`config.mk`:
```
export PLATFORM = sky130hd
export DESIGN_NAME = seven_seg_scan_controller
export DESIGN_NICKNAME = d
export VERILOG_FILES = /design/src/rtl/seven_seg_pkg.sv /design/src/rtl/hex_to_seven_seg_decoder.sv /design/src/rtl/seven_seg_scan_controller.sv
export SDC_FILE = /design/constraint.sdc
export NUM_CORES = 1
export LEC_CHECK = 0
export CAP_MARGIN = 40
export CELL_PAD_IN_SITES_DETAIL_PLACEMENT = 1
export CELL_PAD_IN_SITES_GLOBAL_PLACEMENT = 1
export CORE_ASPECT_RATIO = 1.75
export CORE_MARGIN = 3
export CORE_UTILIZATION = 47
export DETAILED_ROUTE_END_ITERATION = 16
export GPL_TIMING_DRIVEN = 0
export PLACE_DENSITY = 0.86
export SLEW_MARGIN = 40
export SYNTH_ARGS = -nofsm -noshare
export SYNTH_HDL_FRONTEND = slang
export SYNTH_SLANG_ARGS = --single-unit
```
`constraint.sdc`:
```
create_clock -name clk -period 8.6 [get_ports clk]
set_clock_uncertainty 0.15 [all_clocks]
set_input_delay 2.58 -clock clk [delete_from_list [all_inputs] [get_ports clk]]
set_output_delay 2.58 -clock clk [all_outputs]
set_load 0.02 [all_outputs]
```
`src/rtl/seven_seg_pkg.sv`:
```
// -----------------------------------------------------------------------------
// seven_seg_pkg
// Shared types and helpers for the seven-segment scan path.
//   seg_t      : active-low segment vector {g,f,e,d,c,b,a}
//   SEG_BLANK  : all segments off
//   hex_to_seg : nibble -> active-low segment pattern (0-9, A, b, C, d, E, F)
// -----------------------------------------------------------------------------
package seven_seg_pkg;

  typedef logic [6:0] seg_t;

  localparam seg_t SEG_BLANK = 7'h7F;

  function automatic seg_t hex_to_seg(input logic [3:0] nib);
    seg_t seg;
    case (nib)
      4'h0:    seg = 7'h40;
      4'h1:    seg = 7'h79;
      4'h2:    seg = 7'h24;
      4'h3:    seg = 7'h30;
      4'h4:    seg = 7'h19;
      4'h5:    seg = 7'h12;
      4'h6:    seg = 7'h02;
      4'h7:    seg = 7'h78;
      4'h8:    seg = 7'h00;
      4'h9:    seg = 7'h10;
      4'hA:    seg = 7'h08;
      4'hB:    seg = 7'h03;
      4'hC:    seg = 7'h46;
      4'hD:    seg = 7'h21;
      4'hE:    seg = 7'h06;
      default: seg = 7'h0E;
    endcase
    return seg;
  endfunction

endpackage

```
`src/rtl/hex_to_seven_seg_decoder.sv`:
```
// -----------------------------------------------------------------------------
// hex_to_seven_seg_decoder
// Purely combinational nibble-to-segment decoder.
// Ports:
//   i_nibble : hex digit to show
//   o_seg    : active-low {g,f,e,d,c,b,a}
// -----------------------------------------------------------------------------
module hex_to_seven_seg_decoder
  import seven_seg_pkg::*;
(
  input  logic [3:0] i_nibble,
  output seg_t       o_seg
);

  assign o_seg = hex_to_seg(i_nibble);

endmodule

```
`src/rtl/seven_seg_scan_controller.sv`:
```
// -----------------------------------------------------------------------------
// seven_seg_scan_controller
// Time-multiplexes NUM_DIGITS hex nibbles onto one common-anode display.
// New values are captured into a shadow bank on 'we' and only copied to the
// displayed (active) bank at a frame boundary, so one frame never mixes two
// writes.
//
// Ports:
//   clk        : system clock
//   rst        : synchronous reset, active-high
//   we         : write strobe, captures value and dp_mask
//   value      : hex digits, nibble k -> digit k (k=0 rightmost)
//   dp_mask    : 1 = decimal point lit on digit k
//   blank_lz   : 1 = blank leading zero digits (sampled live)
//   brightness : duty setting 0..15 (only with SEVEN_SEG_BRIGHTNESS_EN)
//   anode      : active-low digit enables
//   segments   : active-low {g,f,e,d,c,b,a}
//   dp         : active-low decimal point
//   frame_tick : one-cycle pulse after the last digit's slot ends
//
// Build option: define SEVEN_SEG_BRIGHTNESS_EN to add the brightness input
// and PWM the anode within each digit slot; otherwise full duty.
// -----------------------------------------------------------------------------
module seven_seg_scan_controller
  import seven_seg_pkg::*;
#(
  parameter int NUM_DIGITS  = 4,
  parameter int REFRESH_DIV = 100000,
  parameter int DIV_W       = $clog2(REFRESH_DIV),
  parameter int IDX_W       = (NUM_DIGITS > 1) ? $clog2(NUM_DIGITS) : 1
) (
  input  logic                    clk,
  input  logic                    rst,
  input  logic                    we,
  input  logic [4*NUM_DIGITS-1:0] value,
  input  logic [NUM_DIGITS-1:0]   dp_mask,
  input  logic                    blank_lz,
`ifdef SEVEN_SEG_BRIGHTNESS_EN
  input  logic [3:0]              brightness,
`endif
  output logic [NUM_DIGITS-1:0]   anode,
  output logic [6:0]              segments,
  output logic                    dp,
  output logic                    frame_tick
);

  localparam logic [DIV_W-1:0] DIV_LAST = DIV_W'(REFRESH_DIV - 1);
  localparam logic [IDX_W-1:0] IDX_LAST = IDX_W'(NUM_DIGITS - 1);

  // Scan timing
  logic [DIV_W-1:0] r_div_cnt;
  logic [IDX_W-1:0] r_idx;
  logic             w_tc;
  logic             w_frame_wrap;

  // Write path
  logic [4*NUM_DIGITS-1:0] r_shadow_value;
  logic [NUM_DIGITS-1:0]   r_shadow_dp;
  logic [4*NUM_DIGITS-1:0] r_active_value;
  logic [NUM_DIGITS-1:0]   r_active_dp;
  logic                    r_pending;

  // Digit selection
  logic [3:0]            w_nibble;
  logic                  w_dp_bit;
  logic                  w_sel_zero;
  logic [NUM_DIGITS-1:0] w_anode_sel;
  logic                  w_blank;
  logic                  w_duty_on;
  seg_t                  w_seg;

  // Registered outputs
  logic [NUM_DIGITS-1:0] r_anode;
  seg_t                  r_segments;
  logic                  r_dp;
  logic                  r_frame_tick;

  assign w_tc         = (r_div_cnt == DIV_LAST);
  assign w_frame_wrap = w_tc && (r_idx == IDX_LAST);

  // NOTE: clocked state uses non-blocking (<=) so every register samples
  // pre-edge values; blocking here would create order-dependent races.
  always_ff @(posedge clk) begin
    if (rst) begin
      r_div_cnt <= '0;
      r_idx     <= '0;
    end else if (w_tc) begin
      r_div_cnt <= '0;
      r_idx     <= (r_idx == IDX_LAST) ? '0 : r_idx + IDX_W'(1);
    end else begin
      r_div_cnt <= r_div_cnt + DIV_W'(1);
    end
  end

  // Shadow bank absorbs writes during a frame (last write wins); the frame
  // wrap promotes it. A write landing exactly on the wrap bypasses the shadow
  // so it is not delayed by a whole frame.
  // NOTE: the value banks are plain registers, not a memory array, and are
  // reset so that rst also discards any pending write.
  always_ff @(posedge clk) begin
    if (rst) begin
      r_shadow_value <= '0;
      r_shadow_dp    <= '0;
      r_active_value <= '0;
      r_active_dp    <= '0;
      r_pending      <= 1'b0;
    end else if (w_frame_wrap) begin
      if (we) begin
        r_active_value <= value;
        r_active_dp    <= dp_mask;
      end else if (r_pending) begin
        r_active_value <= r_shadow_value;
        r_active_dp    <= r_shadow_dp;
      end
      r_pending <= 1'b0;
    end else if (we) begin
      r_shadow_value <= value;
      r_shadow_dp    <= dp_mask;
      r_pending      <= 1'b1;
    end
  end

  // NOTE: every output of this block gets a default before the loop; a path
  // that leaves one unassigned would infer a latch.
  always_comb begin
    w_nibble    = 4'h0;
    w_dp_bit    = 1'b0;
    w_sel_zero  = 1'b0;
    w_anode_sel = '1;
    for (int k = 0; k < NUM_DIGITS; k++) begin
      if (r_idx == IDX_W'(k)) begin
        w_nibble       = r_active_value[4*k +: 4];
        w_dp_bit       = r_active_dp[k];
        // Digit k and everything to its left are zero -> leading zero.
        w_sel_zero     = ((r_active_value >> (4*k)) == '0);
        w_anode_sel[k] = 1'b0;
      end
    end
  end

  // Digit 0 always shows something, even for an all-zero value.
  assign w_blank = blank_lz && (r_idx != '0) && w_sel_zero;

`ifdef SEVEN_SEG_BRIGHTNESS_EN
  // Anode is on for the first (brightness+1)/16 of each slot.
  assign w_duty_on = (32'(r_div_cnt) <
                      (((32'(brightness) + 32'd1) * 32'(REFRESH_DIV)) >> 4));
`else
  assign w_duty_on = 1'b1;
`endif

  hex_to_seven_seg_decoder u_decoder (
    .i_nibble (w_nibble),
    .o_seg    (w_seg)
  );

  always_ff @(posedge clk) begin
    if (rst) begin
      r_anode      <= '1;
      r_segments   <= SEG_BLANK;
      r_dp         <= 1'b1;
      r_frame_tick <= 1'b0;
    end else begin
      r_anode      <= w_duty_on ? w_anode_sel : '1;
      r_segments   <= w_blank ? SEG_BLANK : w_seg;
      r_dp         <= ~w_dp_bit;
      r_frame_tick <= w_frame_wrap;
    end
  end

  assign anode      = r_anode;
  assign segments   = r_segments;
  assign dp         = r_dp;
  assign frame_tick = r_frame_tick;

endmodule

```
==> results.yml, run 1 <==
run_status:
  status: "complete, no violations"
cells_and_area:
  fillerInstances: 791
  antenna_cells: 0
  layout_common_cells: "dfxtp_1, nor2_1, mux2i_1"
  layout.nets: 434
  area_growth_pct: 20.7
  final_common_cell: "dfxtp_1"
  drive_gt1_share_pct: 11.5
routing:
  drc_errors: 0
  wirelength_mm: 8.27
  wire_per_inst_um: 17.1
  num_vias: 2733
  drtIter0Drc: 117
  drtPass1Iterations: 4
  drtAntennaViolNets: 0
  vias_per_cell: 5.65
synth:
  ys_types: 43
  netlist_instances: 353
  syn-num-nets: 388
  ys_ff_latch: 73
  netlist_area_mm2: 0.00342
  synth_edf_count: 0
  ys_warn_count: 0
  syn_area_per_cell_um2: 9.70
  synthArstFlopShare_pct: 0
  synthFlopType: "dfxtp_1"
  yosysSeqAreaShare_pct: 42.7
setup_path:
  cp-start-kind: "register"
  reg2reg_depth: 11
  cp_data_arrival_time_ns: 1.29
  critPathSlowestCell: "clkdlybuf4s50_1"
  cp_data_required_time_ns: 5.87
  crit_type: "register to output pin"
  cp_top_family: "buffers and inverters"
  cp_max_fo: 1
  cpPeakStageDelay_ns: 0.61
  end_kind: "output pin"
  reg2reg_slack_ns: 5.41
  cp_cell_sequence: "clkdlybuf4s50_1"
  r2r-start: "r_idx[0]"
  crit_buf_inv: 1
  r2r_end: "segments[1]"
sta:
  hold_viol_final: 0
  slew_violations: 0
  timing.hold.ws_ns: 0.300
  rsz0062_at_grt: "no"
  maxSlewHeadroom_pct: 48.2
  setup_viol: 0
  fmax_mhz: 249
  post-route-period-util_pct: 46.7
  worstMarginPinSlew_ns: 0.777
  period_minus_slack_ns: 4.02
  tns_ns: 0
hold_path:
  hp-start: "r_div_cnt[0]"
  hold_class: "register to register"
  holdPathStages: 1
  hold_path_end: "r_div_cnt[0]"
floorplanning:
  rows: 40
  die_area_mm2: 0.00839
  core_area_mm2: 0.00696
  die_w_um: 70.5
  start_util_pct: 49.2
  die_h_um: 119
  pin_count: 37
global_routing:
  grt_use_met2_pct: 40.3
  overflow: 0
  grt_busiest_layer: "met2"
  grt_antenna_before_repair: 0
  grtUsageTotal_pct: 20.9
  grt_pass1_vias: 2903
  grt.met1_usage_pct: 21.1
  grt_pass1_wl_mm: 13.8
  met3_usage_pct: 5.15
  grt_max_degree: 11
clocking:
  cts_hold_buf: 0
  cts_tree: "built"
  cts_sinks: 73
  post_cts_resized: 0
  cts_made_buffers: 9
  root_buffer: "clkbuf_16"
  clk_latency_ns: 0.33
  cts_setup_buffers: 0
  clk_pin_slew_ns: 0.05
  htree_num_levels: 3
  clock_path_buffers: 2
power_and_ir_drop:
  leakagePower_nw: 1.55
  power.density_mw_per_mm2: 178
  worst_ir_drop_vdd_v: 0.000171
placed_design:
  dpl.hpwl_mm: 6.01
  io_buffer_count: 34
  place_congestion: 0.800
run:
  maxCapViolCount: 0
[power breakdown]
part	switching (mW)	leakage, nW	internal, mW
Clock	0.129	0.129	0.204
Combinational	0.0273	0.827	0.0257
Sequential	0.00439	0.596	0.347
Total	0.161	1.55	0.577
[layer usage]
layer | wire length [um] | up-vias
li1 | - | 1332
met1 | 3070 | 1346
met2 | 4810 | 43
met3 | 248 | 12
met4 | 144 | 0
met5 | 0 | -
[final cells by class]
type | count | area [um^2] | share of cell area (%)
plain buffers | 22 | 116 | 2.82
clock buffers | 11 | 253 | 6.12
clock inverters | 1 | 5.00 | 0.121
inverters | 13 | 48.8 | 1.18
multi-input cells | 245 | 1800 | 43.5
flip-flops and latches | 73 | 1460 | 35.4
well taps | 84 | 105 | 2.54
repair buffers | 35 | 345 | 8.36
[cell families after synthesis]
family / synth area share [%]
and+or+nand+nor: 17.9
DFF: 42.7
AOI/OAI and AO/OA: 13.6
muxes: 13.2
buffers and inverters: 4.82
xor gates and xnor gates: 3.84
adders and majority gates: 4.02
[cell usage after synthesis, types with 3 or more instances]
cell type	instances	area, um^2
o21ai_0	4	20.0
buf_6	3	33.8
a211oi_2	20	250
nand3_1	5	25.0
ha_1	11	138
nand2_1	11	41.3
mux2i_1	45	450
nor3b_1	3	22.5
nor2_1	68	255
inv_1	13	48.8
clkbuf_1	14	52.6
a21oi_1	5	25.0
nand4_1	5	31.3
a211oi_1	5	37.5
nor3_1	4	20.0
xor2_1	6	52.6
nand3b_1	3	22.5
a221oi_1	3	26.3
xnor2_1	9	78.8
dfxtp_1	73	1460
nor4_1	4	25.0
o221ai_1	3	26.3
nand2b_1	8	50.1
[sequential cells by signal, summed over array words and instances, names as in the netlist]
| name | flops |
|---|---|
| r_div_cnt | 17 |
| r_active_value | 16 |
| r_shadow_value | 16 |
| segments | 7 |
| anode | 4 |
| r_active_dp | 4 |
| r_shadow_dp | 4 |
| r_idx | 2 |
| dp | 1 |
| frame_tick | 1 |
| r_pending | 1 |
[worst max path at each step]
stage	end	start	cells after the start	slack, ns
after global routing	frame_tick	frame_tick	1	4.56
after detailed placement	r_active_value[6]	we	4	4.45
final	frame_tick	frame_tick	1	4.58
after global placement	r_active_value[6]	we	4	4.45
after floorplan	r_active_value[10]	we	4	4.79
after CTS	frame_tick	frame_tick	1	4.57
[per-stage QoR]
step | std cells | setup WS [ns] | instance area, um^2 | util (%) | total power [mW]
after floorplan | 353 | 4.79 | 3420 | - | 0.389
after global placement | 471 | 4.45 | 3870 | 55.6 | 0.411
after global routing | 484 | 4.56 | 4130 | 59.4 | 0.765
after CTS | 483 | 4.57 | 4130 | 59.3 | 0.745
after detailed placement | 471 | 4.45 | 3870 | 55.6 | 0.413
final | 484 | 4.58 | 4130 | 59.4 | 0.737
Note: power is estimated with default switching activity, not from simulation.
==> run 2: changes to the inputs <==
Settings changed: CORE_UTILIZATION 47 to 44, PLACE_DENSITY 0.86 to 0.82.
Clock period 8.6 ns to 3.75 ns, I/O delays scaled along.
==> run 2 against run 1 <==
Compared with the run above:
- combinational power rose by 130%
- hold slack got worse by 0.0038 ns
- wire length down 0.41%
- count of clock-buffer cells in the layout grew 3
- final cell count up 1.0%
- critical endpoint is now segments[1]
- largest power group unchanged
- highest routed layer unchanged
==> results.yml, run 2 (same netlist as run 1, synthesis figures left out) <==
run_status:
  status: "complete, no violations"
routing:
  highest_layer: "met4"
  num_vias: 2704
  drtAntennaViolNets: 0
  met1_length_mm: 3.07
  drtPass1Iterations: 4
  wirelength_mm: 8.24
  drtIter0Drc: 135
  wl_met2_mm: 4.71
  vias_per_cell: 5.53
  wire_per_inst_um: 16.8
  drc_errors: 0
  wl_met3_um: 288
setup_path:
  end_kind: "register"
  endpoint: "segments[1]"
  reg2reg_depth: 10
  r2r_end: "segments[1]"
  startpoint: "r_idx[0]"
  crit_type: "register to register"
  cp-start-kind: "register"
  cp_max_fo: 10
  cp_data_required_time_ns: 3.77
  cp_data_arrival_time_ns: 3.44
  r2r-start: "r_idx[0]"
  reg2reg_slack_ns: 0.33
power_and_ir_drop:
  worst_ir_drop_vdd_v: 0.000223
  leakagePower_nw: 1.55
  power.density_mw_per_mm2: 411
clocking:
  cts_sinks: 73
  cts_hold_buf: 0
  post_cts_resized: 0
  clk_latency_ns: 0.34
  cts_setup_buffers: 0
  root_buffer: "clkbuf_16"
  htree_num_levels: 3
  cts_tree: "built"
  clk_pin_slew_ns: 0.05
  clock_path_buffers: 2
  cts_made_buffers: 9
sta:
  setup_viol: 0
  fin_ws_ns: 0.328
  fmax_mhz: 292
  maxSlewHeadroom_pct: 44.1
  hold_viol_final: 0
  tns_ns: 0
  slew_violations: 0
  rsz0062_at_grt: "no"
  post-route-period-util_pct: 91.3
  period_minus_slack_ns: 3.42
  timing.hold.ws_ns: 0.296
  worstMarginPinSlew_ns: 0.838
cells_and_area:
  drive_gt1_share_pct: 11.0
  fillerInstances: 892
  final_common_cell: "dfxtp_1"
  area_growth_pct: 20.9
  antenna_cells: 0
  layoutNonFillerInstCount: 489
  layout_common_cells: "dfxtp_1, nor2_1, mux2i_1"
  largest_reg_flops: 17
  reg_top3: "r_div_cnt: 17 flops, r_active_value: 16 flops, r_shadow_value: 16 flops"
  stdcell_area_mm2: 0.00414
  layout.nets: 433
  largest-register: "r_div_cnt"
global_routing:
  grt_max_degree: 11
  grt_antenna_before_repair: 0
  grtUsageTotal_pct: 20.0
  grt_pass1_vias: 2867
  grt_pass1_wl_mm: 13.7
  overflow: 0
floorplanning:
  start_util_pct: 45.3
  die_w_um: 72.7
  die_h_um: 123
  core_area_mm2: 0.00757
  die_area_mm2: 0.00892
  pin_count: 37
  rows: 42
placed_design:
  place_congestion: 0.805
  dp.cells: 475
  io_buffer_count: 34
  dpl.hpwl_mm: 6.15
  placedInstanceArea_mm2: 0.00387
  dp_slack_ns: 0.387
hold_path:
  hold_class: "register to register"
run:
  maxCapViolCount: 0
## run 2: changes by cell type in the layout (fill, tap and decap cells not counted), sizes merged
cell	change
clkbuf	+2
clkinv	-1
## run 2: power breakdown
part / internal, mW / switching [mW] / leakage (nW)
Sequential: 0.797 / 0.00997 / 0.596
Combinational: 0.0591 / 0.0624 / 0.822
Clock: 0.477 / 0.296 / 0.129
Total: 1.33 / 0.368 / 1.55
## run 2: routing by layer
metal	vias to the layer above	track usage [%]
li1	1321	-
met1	1323	20.0
met2	44	38.0
met3	16	5.00
met4	0	8.08
met5	-	0
## run 2: final cells by class
cell class / instances / area [um^2] / share of cell area [%]
sequential: 73 / 1460 / 35.3
tap: 88 / 110 / 2.66
inverter: 13 / 48.8 / 1.18
buffer: 22 / 116 / 2.81
multi-input combinational: 245 / 1800 / 43.4
timing repair buffer: 34 / 340 / 8.22
clock buffer: 14 / 264 / 6.38
## run 2: how the worst min path moves through the flow
stage | from | slack (ns) | to | depth (start not counted)
3_5_place_dp | r_div_cnt[0] | 0.29 | r_div_cnt[0] | 1
3_3_place_gp | r_div_cnt[0] | 0.28 | r_div_cnt[0] | 1
2_1_floorplan | r_div_cnt[0] | 0.27 | r_div_cnt[0] | 1
5_1_grt | r_div_cnt[0] | 0.32 | r_div_cnt[0] | 1
4_1_cts | r_div_cnt[0] | 0.30 | r_div_cnt[0] | 1
6_report | r_div_cnt[0] | 0.30 | r_div_cnt[0] | 1
## run 2: per-stage QoR
stage | utilization (%) | power (mW)
floorplan | - | 0.892
global placement | 51.2 | 0.942
detailed placement | 51.2 | 0.946
CTS | 54.7 | 1.72
global route | 54.7 | 1.76
finish | 54.7 | 1.70
## run 2: worst max-delay path, cell delays in order (launching register included)
cell      delay (ns)
dfxtp_1         0.41
ha_1            0.20
clkbuf_1        0.37
clkbuf_1        0.41
nor2_1          0.09
a221oi_1        0.68
inv_1           0.23
ha_1            0.33
nor2_1          0.15
a211o_1         0.13
o211ai_1        0.09
